===== config.mk =====
export PLATFORM = sky130hd
export DESIGN_NAME = regfile_wb_arbiter
export DESIGN_NICKNAME = d
export VERILOG_FILES = /design/src/rtl/wb_arb_pkg.sv /design/src/rtl/wb_arb_fifo.sv /design/src/rtl/regfile_wb_arbiter.sv
export SDC_FILE = /design/constraint.sdc
export NUM_CORES = 1
export LEC_CHECK = 0
export BUFFER_PORTS_ARGS = -buffer_cell sky130_fd_sc_hd__buf_2
export CAP_MARGIN = 25
export CELL_PAD_IN_SITES_DETAIL_PLACEMENT = 0
export CELL_PAD_IN_SITES_GLOBAL_PLACEMENT = 1
export CORE_UTILIZATION = 42
export CTS_CLUSTER_DIAMETER = 30
export DETAILED_ROUTE_END_ITERATION = 6
export PLACE_DENSITY = 0.88
export SYNTH_ARGS = -nofsm -noshare
export SYNTH_HDL_FRONTEND = slang
export SYNTH_SLANG_ARGS = --single-unit

===== constraint.sdc =====
create_clock -name clk -period 6.7 [get_ports clk]
set_input_delay 0.335 -clock clk [delete_from_list [all_inputs] [get_ports clk]]
set_output_delay 0.335 -clock clk [all_outputs]
set_load 0.005 [all_outputs]

===== src/rtl/wb_arb_pkg.sv =====
// Shared types for the register-file write-port arbiter: the queued
// secondary request and the stall FSM state encoding.
package wb_arb_pkg;

    localparam int REG_ADDR_W = 5;
    localparam int REG_DATA_W = 64;

    typedef struct packed {
        logic                  valid;
        logic [REG_ADDR_W-1:0] wa;
        logic [REG_DATA_W-1:0] wd;
    } wb_req_t;

    typedef enum logic {
        ST_IDLE  = 1'b0,
        ST_STALL = 1'b1
    } stall_state_e;

endpackage


===== src/rtl/wb_arb_fifo.sv =====
// Small synchronous FIFO holding secondary writeback requests.
// Full/empty come from registered pointers, so a pop only frees a slot
// for the push side on the following cycle. Reset flushes all entries.
module wb_arb_fifo
    import wb_arb_pkg::*;
#(
    parameter int DEPTH = 2
) (
    input  logic    clk,
    input  logic    rst,
    input  logic    push_i,
    input  wb_req_t din_i,
    input  logic    pop_i,
    output wb_req_t head_o,
    output logic    full_o,
    output logic    empty_o
);

    localparam int PW = $clog2(DEPTH);

    wb_req_t    mem_q [DEPTH];
    logic [PW:0] wr_q, rd_q;

    assign empty_o = (wr_q == rd_q);
    assign full_o  = (wr_q[PW] != rd_q[PW]) && (wr_q[PW-1:0] == rd_q[PW-1:0]);
    assign head_o  = mem_q[rd_q[PW-1:0]];

    // Pointer update; the extra MSB distinguishes full from empty.
    always_ff @(posedge clk or posedge rst) begin
        if (rst) begin
            wr_q <= '0;
            rd_q <= '0;
        end else begin
            if (push_i && !full_o)
                wr_q <= wr_q + 1'b1;
            if (pop_i && !empty_o)
                rd_q <= rd_q + 1'b1;
        end
    end

    // Entry storage; contents are don't-care once pointers are cleared.
    always_ff @(posedge clk) begin
        if (push_i && !full_o)
            mem_q[wr_q[PW-1:0]] <= din_i;
    end

endmodule


===== src/rtl/regfile_wb_arbiter.sv =====
// Write-port arbiter for the 32x64 integer register file.
// Primary writeback wins by default; the secondary (long-latency) source
// is queued and drained on idle primary cycles. A per-register busy
// scoreboard blocks duplicate destinations so per-register order holds.
// Optional starvation guard: define WB_ARB_STARVE_GUARD_EN to enable the
// lost-arbitration counter and the stall_p FSM; otherwise stall_p is 0.
module regfile_wb_arbiter
    import wb_arb_pkg::*;
#(
    parameter int DATA_WIDTH    = REG_DATA_W,
    parameter int ADDRESS_WIDTH = REG_ADDR_W,
    parameter int FIFO_DEPTH    = 2,
    parameter int STARVE_LIMIT  = 4
) (
    input  logic                        clk,
    input  logic                        rst,
    input  logic                        p_valid,
    input  logic [ADDRESS_WIDTH-1:0]    p_wa,
    input  logic [DATA_WIDTH-1:0]       p_wd,
    input  logic                        s_valid,
    output logic                        s_ready,
    input  logic [ADDRESS_WIDTH-1:0]    s_wa,
    input  logic [DATA_WIDTH-1:0]       s_wd,
    output logic                        RegWrite,
    output logic [ADDRESS_WIDTH-1:0]    wa,
    output logic [DATA_WIDTH-1:0]       wd,
    output logic [2**ADDRESS_WIDTH-1:0] busy,
    output logic                        stall_p
);

    localparam int NREG = 2**ADDRESS_WIDTH;

    wb_req_t s_req, head;
    logic    fifo_full, fifo_empty, fifo_has;
    logic    push, pop, p_req, p_grant, stall_active;

    logic                     we_q, we_d;
    logic [ADDRESS_WIDTH-1:0] wa_q, wa_d;
    logic [DATA_WIDTH-1:0]    wd_q, wd_d;
    logic [NREG-1:0]          busy_q, busy_d;

    // Writes to r0 are meaningless: primary ones are ignored, secondary
    // ones are handshaken but never queued.
    assign p_req   = p_valid && (p_wa != '0);
    assign s_ready = !fifo_full && !busy_q[s_wa];
    assign push    = s_valid && s_ready && (s_wa != '0);
    assign s_req   = '{valid: 1'b1, wa: s_wa, wd: s_wd};
    assign fifo_has = !fifo_empty && head.valid;

    wb_arb_fifo #(.DEPTH(FIFO_DEPTH)) u_fifo (
        .clk     (clk),
        .rst     (rst),
        .push_i  (push),
        .din_i   (s_req),
        .pop_i   (pop),
        .head_o  (head),
        .full_o  (fifo_full),
        .empty_o (fifo_empty)
    );

    // Grant selection: a forced stall drains the head, otherwise primary
    // first, otherwise the queue head on primary idle cycles.
    always_comb begin
        pop     = 1'b0;
        p_grant = 1'b0;
        we_d    = 1'b0;
        wa_d    = wa_q;
        wd_d    = wd_q;
        if (fifo_has && (stall_active || !p_req)) begin
            pop  = 1'b1;
            we_d = 1'b1;
            wa_d = head.wa;
            wd_d = head.wd;
        end else if (p_req) begin
            p_grant = 1'b1;
            we_d    = 1'b1;
            wa_d    = p_wa;
            wd_d    = p_wd;
        end
    end

    // Scoreboard: set on enqueue, clear on grant of the queued write.
    always_comb begin
        busy_d = busy_q;
        if (pop)
            busy_d[head.wa] = 1'b0;
        if (push)
            busy_d[s_wa] = 1'b1;
    end

    // Registered write port and scoreboard.
    always_ff @(posedge clk or posedge rst) begin
        if (rst) begin
            we_q   <= 1'b0;
            wa_q   <= '0;
            wd_q   <= '0;
            busy_q <= '0;
        end else begin
            we_q   <= we_d;
            wa_q   <= wa_d;
            wd_q   <= wd_d;
            busy_q <= busy_d;
        end
    end

`ifdef WB_ARB_STARVE_GUARD_EN
    localparam int CW = $clog2(STARVE_LIMIT + 1);

    stall_state_e  state_q, state_d;
    logic [CW-1:0] cnt_q, cnt_d;

    // Stall FSM and lost-arbitration counter state.
    always_ff @(posedge clk or posedge rst) begin
        if (rst) begin
            state_q <= ST_IDLE;
            cnt_q   <= '0;
        end else begin
            state_q <= state_d;
            cnt_q   <= cnt_d;
        end
    end

    // Count primary wins over a waiting queue; stall once the limit is hit
    // and release after the forced pop.
    always_comb begin
        cnt_d   = cnt_q;
        state_d = state_q;
        if (pop || fifo_empty)
            cnt_d = '0;
        else if (p_grant)
            cnt_d = cnt_q + CW'(1);
        case (state_q)
            ST_IDLE:  if (cnt_d == CW'(STARVE_LIMIT)) state_d = ST_STALL;
            ST_STALL: if (pop || fifo_empty)          state_d = ST_IDLE;
            default:  state_d = ST_IDLE;
        endcase
    end

    assign stall_active = (state_q == ST_STALL);
`else
    assign stall_active = 1'b0;
`endif

    assign stall_p  = stall_active;
    assign RegWrite = we_q;
    assign wa       = wa_q;
    assign wd       = wd_q;
    assign busy     = busy_q;

endmodule


==> metrics, run 1 <==
CP Launch Type=flip-flop; Crit path arrival time=3.81 ns; Synth area leader=edfxtp_1; # setup viols final=0; #FFs+latches synth=244; num ports=246; min-delay worst type=in -> reg; CP Buf/Inv Count=1; final setup TNS=0 ns; total die area=24,300 sq um; hold violation total from the final report=0; final setup margin=3.04 ns; DRT Pass-1 Iters=4; setup bufs post-CTS=0; Post-DRT Antenna Nets=0; Syn Inst Count=811; clock slew at reported path FFs=0.05 ns; TritonCTS Buffers=47; CP Capture Type=flip-flop; Resized cells post-CTS=0; worst-margin pin slew=0.976 ns; Worst Skew=0.0271 ns; Rows=55; Post-Layout Cell Count=1,508; initial antenna violation count=1; CP delay by family, top=simple AND/OR/NAND/NOR gates; critical path peak fanout=42; Max-cap violations=0; Place WS=2.81 ns; Yosys cell types=43; placed instance count=1,329; htree depth=2; total global-route track usage=21.4%; Seq/Total Area, Yosys=68.2%; Clk Latency, worst-skew pair=0.54 ns; vias in the first global route=7,768; top-area cell type share of the netlist area=41.6%; Max IR drop VDD=0.000331 V; Final Hold Slack=0.0122 ns; Layout area overhead=41.5%; syn nets=953; Synth Flop Type=edfxtp_1; Final Slew Violations=0; initial DRC count=571; f_max=273 MHz; RSZ-0062 raised after global routing=no; GRT overflow=0; Power, Total=6.91 mW; global-route wire length before repair=40,600 microns; Mapped Avg Cell Area=12.3 sq um; worst setup path class=reg -> reg; deepest clock path buffer count=3; crit path cell chain=xor2_1 -> nor2b_1 -> nor4_4 -> o21a_4 -> nand2_1 -> nor2_4 -> buf_4; WL/cell=17.3 microns; Via density=5.12; Routability Congestion=0.851; Post-Layout Inst Area=14,100 sq um; total vias in the final route=7,716; CP required=6.85 ns; status=completed; leakage power=6.06 nW; Die Y=156 microns; post-synth design cell area=9960 sq um; largest net degree at the start of global routing=113; # DRC=0; Buffers on Ports=244; Pwr Density=490 nW/um^2; core box area=22,900 sq um; Starting Density=43.5%; Post-Place Cell Area=11,500 sq um; FFs w/ async S/R, synth=43.4%; Post-synth EDFFs=138; ratio of cells with drive above 1 in the final layout=29.6%; clock sink count=244; HPWL Detailed=16,100 microns; Yosys Warn Count=0; Root Driver=clkbuf_16; critical path's largest stage delay=0.78 ns; Post-layout nets=1,296; slowest CP cell=dfrtp_4; synth top area cells=edfxtp_1, dfrtp_1, mux2i_1; CTS tree=yes; final WL=26,100 microns; Slew HR=35.0%; Tmin final=3.66 ns; Chip Width=156 microns; final core utilization=61.5%; fin crit share=54.6%
==> sequential cells by signal (all words and copies together), names as in the netlist <==
name,flops
u_fifo.wr_q,2
u_fifo.mem_q,138
busy,32
RegWrite,1
wa,5
u_fifo.rd_q,2
wd,64
==> worst register-to-register path, cell delays in order (launching register included) <==
cell	delay [ns]
dfrtp_4	0.78
xor2_1	0.38
nor2b_1	0.16
nor4_4	0.31
o21a_4	0.23
nand2_1	0.12
nor2_4	0.66
buf_4	0.63
==> worst paths after layout <==
kind | startpoint | to | slack (ns) | cells after the start
max | u_fifo.rd_q[0] | u_fifo.mem_q[0][11] | 3.04 | 7
min | p_wd[21] | wd[21] | 0.01 | 3
max reg2reg | u_fifo.rd_q[0] | u_fifo.mem_q[0][11] | 3.04 | 7
min reg2reg | u_fifo.rd_q[1] | u_fifo.rd_q[1] | 0.51 | 1
max in group asynchronous | rst | u_fifo.rd_q[0] | 4.82 | 4
min in group asynchronous | rst | wd[25] | 0.41 | 3
==> logic make-up (layout without fill, tap and decap cells) <==
kind of cell / count (synthesis) / after routing / synth area share, %
multiplexers: 85 / 85 / 8.77
buffers and inverters: 47 / 429 / 1.92
AND/OR/NAND/NOR: 213 / 213 / 9.28
other: 1 / 3 / 0.0377
AO/OA/AOI/OAI: 215 / 215 / 11.1
XOR/XNOR: 6 / 6 / 0.603
flip-flops: 244 / 244 / 68.2
==> area by class of cell <==
cell class | count | area (sq um)
Tap cell | 313 | 392
Antenna cell | 2 | 5.00
Multi-Input combinational cell | 520 | 2990
Timing Repair Buffer | 339 | 2170
Fill cell | 1797 | 8820
Inverter | 2 | 10.0
Clock buffer | 57 | 1260
Sequential cell | 244 | 6800
Clock inverter | 31 | 457
==> cells in the mapped netlist (all sizes together), types with 3 or more instances <==
cell and n:
o21ai 137, buf 17, a21oi 68, nor3b 3
mux2i 76, nor2 74, o21a 3, xor2 3
nand3 7, edfxtp 138, and3 6, nand3b 3
dfrtp 106, xnor2 3, mux2 8, clkbuf 28
nor2b 5, nand2 105
==> per-layer routing <==
metal / global-route usage (%) / wire, microns
met3: 5.25 / 1880
met1: 25.9 / 10500
met5: 0 / 0
met2: 36.3 / 13000
met4: 9.38 / 782
==> report_power, final <==
part	switching (mW)	total (mW)	internal, mW
clock	0.824	2.51	1.68
combinational	1.21	2.01	0.803
sequential	0.277	2.39	2.11
total	2.31	6.91	4.60
==> layout by cell type, fill, tap and decap left out, types with 5 or more instances in the layout <==
| master | synthesis | final |
|---|---|---|
| dfrtp_1 | 106 | 105 |
| and3_1 | 5 | 5 |
| buf_4 | 1 | 6 |
| mux2i_1 | 76 | 76 |
| clkbuf_1 | 28 | 6 |
| edfxtp_1 | 138 | 138 |
| bufinv_16 | 0 | 8 |
| inv_6 | 0 | 10 |
| nand3_1 | 7 | 7 |
| clkbuf_16 | 0 | 48 |
| a21oi_1 | 68 | 68 |
| nor2_1 | 74 | 72 |
| mux2_2 | 8 | 8 |
| dlygate4sd3_1 | 0 | 88 |
| o21ai_0 | 136 | 136 |
| buf_2 | 9 | 244 |
| nand2_1 | 105 | 105 |
==> repair_timing <==
| item | 4_1_cts | 5_1_grt |
|---|---|---|
| hold buffers | 87 | 1 |
| endpoints found under the setup margin | 0 | 0 |
| hold endpoints to repair | 189 | 2 |
(Power assumes the default switching activity.)
==> run 2, diff against run 1 <==
- CORE_UTILIZATION: 42 -> 38
- PLACE_DENSITY: 0.88 -> 0.84
- clock period: 6.7 -> 3.2 ns (I/O delays scaled with it)
==> metrics, run 2 (synthesis results as in run 1) <==
status=completed; crit path cell chain=dlygate4sd3_1 -> buf_2 -> nor3b_1 -> a22oi_1 -> and3_1 -> o21ai_1 -> a21oi_1 -> buf_2; initial antenna violation count=1; ratio of cells with drive above 1 in the final layout=28.4%; # DRC=0; worst setup path endpoint=s_ready; Routability Congestion=0.861; final setup TNS=0 ns; global-route wire length before repair=41,900 microns; CP Depth=8; fin crit share=86.8%; most common cell after layout, fill and taps aside=buf_2; worst flop-to-flop path startpoint=busy[23]; area of the multi-input gates=2990 sq um; Worst R2R End=u_fifo.mem_q[1][43]; total die area=26,900 sq um; deepest clock path buffer count=3; Sw Pwr=4.80 mW; Clk Latency, worst-skew pair=0.55 ns; Max-cap violations=0; Via density=5.02; Starting Density=39.1%; Worst Setup SP=s_wa[4]; Slew HR=52.1%; number of fill cells=2,044; htree depth=2; hold violation total from the final report=0; Max IR drop VDD=0.000708 V; Final Slew Violations=0; Pwr Density=982 nW/um^2; clock slew at reported path FFs=0.04 ns; CP required=3.04 ns; Rows=58; CP Buf/Inv Count=3; RSZ-0062 raised after global routing=no; CP delay by family, top=buffers and inverters; f_max=360 MHz; worst setup path class=in -> out; Min-Delay Startpoint=s_wa[0]; HPWL Detailed=16,900 microns; final WL=26,800 microns; # setup viols final=0; critical path peak fanout=13; Worst R2R Path Depth=6; worst-margin pin slew=0.718 ns; Tmin final=2.78 ns; total vias in the final route=8,000; clock sink count=244; Seq pwr share=34.1%; CP Capture Type=output port; DRT Pass-1 Iters=5; leakage power=6.35 nW; Post-DRT Antenna Nets=0; Buffers on Ports=244; initial DRC count=599; Pint=9.70 mW; Worst Skew=0.0260 ns; WL/cell=16.8 microns; Final Hold Slack=0.0460 ns; slowest CP cell=nor3b_1; core box area=25,500 sq um; total global-route track usage=20.0%; most frequent cells in the layout=buf_2, dlygate4sd3_1, edfxtp_1; clock power share=35.3%; largest net degree at the start of global routing=101; Layout area overhead=48.3%; FF/Latch Area=6800 sq um; max reg flops=138; GRT overflow=0; min-delay worst type=in -> reg; num ports=246; TritonCTS Buffers=52; switching portion of total power=33.1%; Resized cells post-CTS=0; Crit path arrival time=2.62 ns; vias in the first global route=8,218; Post-layout nets=1,361; CTS tree=yes; Chip Width=164 microns; crit-path most repeated cell=buf_2; Die Y=164 microns; Worst R2R Setup Slack=0.58 ns; Root Driver=clkbuf_16; critical path's largest stage delay=0.57 ns; CP Launch Type=input pin; Gate power share=30.6%
==> run 2: final cells by class <==
class,count,area share (%)
flip-flops and latches,244,46.0
multi-input cells,520,20.3
repair buffers,399,19.2
clock buffers,69,9.73
well taps,330,2.79
clock inverters,29,1.92
inverters,2,0.0678
diodes,1,0.0169
==> run 2: worst min-delay path by stage <==
stage / end / slack [ns] / depth (start not counted)
2_1_floorplan: u_fifo.mem_q[0][0] / 0.26 / 0
5_1_grt: u_fifo.mem_q[0][66] / 0.03 / 1
3_3_place_gp: wd[42] / 0.31 / 2
6_report: u_fifo.mem_q[0][64] / 0.05 / 1
3_5_place_dp: wd[42] / 0.32 / 2
4_1_cts: u_fifo.mem_q[0][66] / 0.02 / 1
==> run 2: stage by stage <==
step,cell area (sq um),utilization (%),setup WS [ns],std cells,total power [mW]
2_1_floorplan,9970,-,0.0960,811,7.54
6_report,14800,58.0,0.423,1594,14.5
4_1_cts,14800,58.0,0.360,1593,14.6
3_3_place_gp,11600,45.6,0.464,1353,9.16
5_1_grt,14800,58.0,0.240,1594,15.3
3_5_place_dp,11600,45.7,0.415,1354,9.27
==> run 2: metal layers <==
metal / routed length [microns] / vias to the layer above / GRT usage [%]
li1: - / 3763 / -
met1: 10800 / 3826 / 24.7
met2: 13200 / 345 / 33.8
met3: 2040 / 66 / 4.72
met4: 772 / 0 / 8.12
met5: 0 / - / 0
==> run 2: timing repair <==
item | 4_1_cts | 5_1_grt
buffers inserted | 0 | 0
hold buffers | 141 | 0
endpoints found under the hold margin | 254 | 0
==> run 2: power by group through the flow <==
stage | sequential (mW) | clock, mW | combinational (mW)
global route | 5.04 | 5.36 | 4.95
detailed placement | 4.97 | 0 | 4.30
CTS | 4.93 | 5.19 | 4.46
finish | 4.94 | 5.12 | 4.44
global placement | 4.94 | 0 | 4.22
floorplan | 4.93 | 0 | 2.62
==> run 2: worst register-to-register path, cell delays in order, from the launching register on <==
cell and delay, ns:
dfrtp_1 0.39, mux4_2 0.46, nor2b_4 0.15, nor4_4 0.42, o21a_4 0.24, and3_4 0.39
buf_4 0.28
==> run 3, diff against run 2 <==
- CORE_UTILIZATION: 38 -> 42
- PLACE_DENSITY: 0.84 -> 0.88
- clock period: 3.2 -> 2.8 ns (I/O delays scaled with it)
==> metrics, run 3 (synthesis results as in run 1) <==
status=completed; Rows=55; CP delay by family, top=multiplexers; CTS tree=yes; worst setup path class=reg -> out; f_max=388 MHz; Max IR drop VDD=0.000842 V; Slew HR=48.1%; CP Depth=7; # setup viols final=0; most common cell after layout, fill and taps aside=buf_2; Layout area overhead=48.4%; Post-Layout Inst Area=14,800 sq um; critical path peak fanout=9; global-route wire length before repair=43,300 microns; total die area=24,300 sq um; WL/cell=17.6 microns; Clk Latency, worst-skew pair=0.53 ns; Post-layout nets=1,362; Pwr Density=1130 nW/um^2; worst-margin pin slew=0.779 ns; TritonCTS Buffers=49; final setup margin=0.226 ns; CP required=2.66 ns; hold violation total from the final report=0; vias in the first global route=8,437; area of the multi-input gates=3010 sq um; Max-cap violations=0; most frequent cells in the layout=buf_2, dlygate4sd3_1, edfxtp_1; fin crit share=91.9%; total vias in the final route=8,031; Chip Width=156 microns; Post-DRT Antenna Nets=0; Worst Skew=0.0235 ns; number of fill cells=1,700; RSZ-0062 raised after global routing=no; Starting Density=43.5%; ratio of cells with drive above 1 in the final layout=29.7%; worst setup path endpoint=s_ready; DRT Pass-1 Iters=7; worst flop-to-flop path startpoint=busy[23]; leakage power=6.34 nW; setup bufs post-CTS=0; Buffers on Ports=244; critical path's largest stage delay=0.48 ns; CP Launch Type=flip-flop; Crit path arrival time=2.43 ns; final WL=27,700 microns; Worst Setup SP=busy[23]; Root Driver=clkbuf_16; Die Y=156 microns; slowest CP cell=mux4_2; met3 Track Usage GR=5.08%; initial antenna violation count=2; CP Capture Type=output port; total global-route track usage=22.7%; crit path cell chain=mux4_2 -> nor2b_4 -> nor4_4 -> buf_4 -> o21ai_2 -> a21oi_1 -> buf_2; Worst R2R Setup Slack=0.41 ns; Worst R2R End=u_fifo.mem_q[1][29]; Tmin final=2.57 ns; final setup TNS=0 ns; clock slew at reported path FFs=0.05 ns; initial DRC count=459; max reg flops=138; htree depth=2; Via density=5.09; met2 Track Usage GR=39.4%; grt met1 use=27.1%; CP Buf/Inv Count=2; Final Slew Violations=0; deepest clock path buffer count=3; HPWL Detailed=16,900 microns; Place WS=0.318 ns; FF/Latch Area=6800 sq um; core box area=22,900 sq um; min-delay worst type=in -> reg; GRT overflow=0; num ports=246; grt peak-use layer=met2; clock sink count=244; Post-Place Cell Area=11,700 sq um; Worst R2R Path Depth=6; Routability Congestion=0.867; largest net degree at the start of global routing=134; # DRC=0
-- run 3: stage by stage --
step | cells | power [mW] | hold slack, ns | util (%)
after global routing | 1576 | 17.6 | 0.0294 | 64.5
final | 1577 | 16.7 | 0.0606 | 64.5
after floorplan | 811 | 8.63 | 0.239 | -
after global placement | 1339 | 10.5 | 0.328 | 50.8
after CTS | 1574 | 16.7 | 0.00894 | 64.5
after detailed placement | 1340 | 10.7 | 0.153 | 50.9
-- run 3: how the worst min path moves through the flow --
stage / startpoint / to / slack [ns] / cells after the start
2_1_floorplan: s_wd[0] / u_fifo.mem_q[0][0] / 0.24 / 0
3_3_place_gp: s_wd[42] / u_fifo.mem_q[1][42] / 0.33 / 1
3_5_place_dp: rst / busy[10] / 0.15 / 2
4_1_cts: s_wa[1] / u_fifo.mem_q[0][65] / 0.009 / 1
5_1_grt: s_wa[1] / u_fifo.mem_q[0][65] / 0.03 / 1
6_report: s_wa[1] / u_fifo.mem_q[0][65] / 0.06 / 1
-- run 3: report_power, final --
group          switching [mW]  internal [mW]  total (mW)
sequential              0.621           5.05        5.67
clock                    2.05           3.77        5.82
combinational            3.10           2.08        5.17
total                    5.77           10.9        16.7
-- run 3: worst reg2reg max path, stage by stage (launching register included) --
cell     delay [ns]
dfrtp_1        0.39
mux4_2         0.48
nor2b_4        0.15
nor4_4         0.29
o21a_4         0.23
and3_4         0.23
buf_12         0.24
-- run 3: layout make-up --
cell class / instances / share of cell area (%)
flip-flops and latches: 244 / 46.0
repair buffers: 403 / 19.4
multi-input cells: 520 / 20.3
inverters: 2 / 0.0762
well taps: 313 / 2.65
diodes: 3 / 0.0508
clock buffers: 54 / 8.70
clock inverters: 38 / 2.77
-- run 3: layer usage --
layer,routed length [microns],vias up
li1,-,3761
met1,10900,3870
met2,14200,323
met3,1800,77
met4,842,0
met5,0,-
-- run 3: timing repair --
| item | CTS | global route |
|---|---|---|
| endpoints found under the setup margin | 0 | 1 |
| gates resized for setup | 0 | 1 |
| hold buffers | 142 | 0 |
| hold endpoints to repair | 309 | 0 |
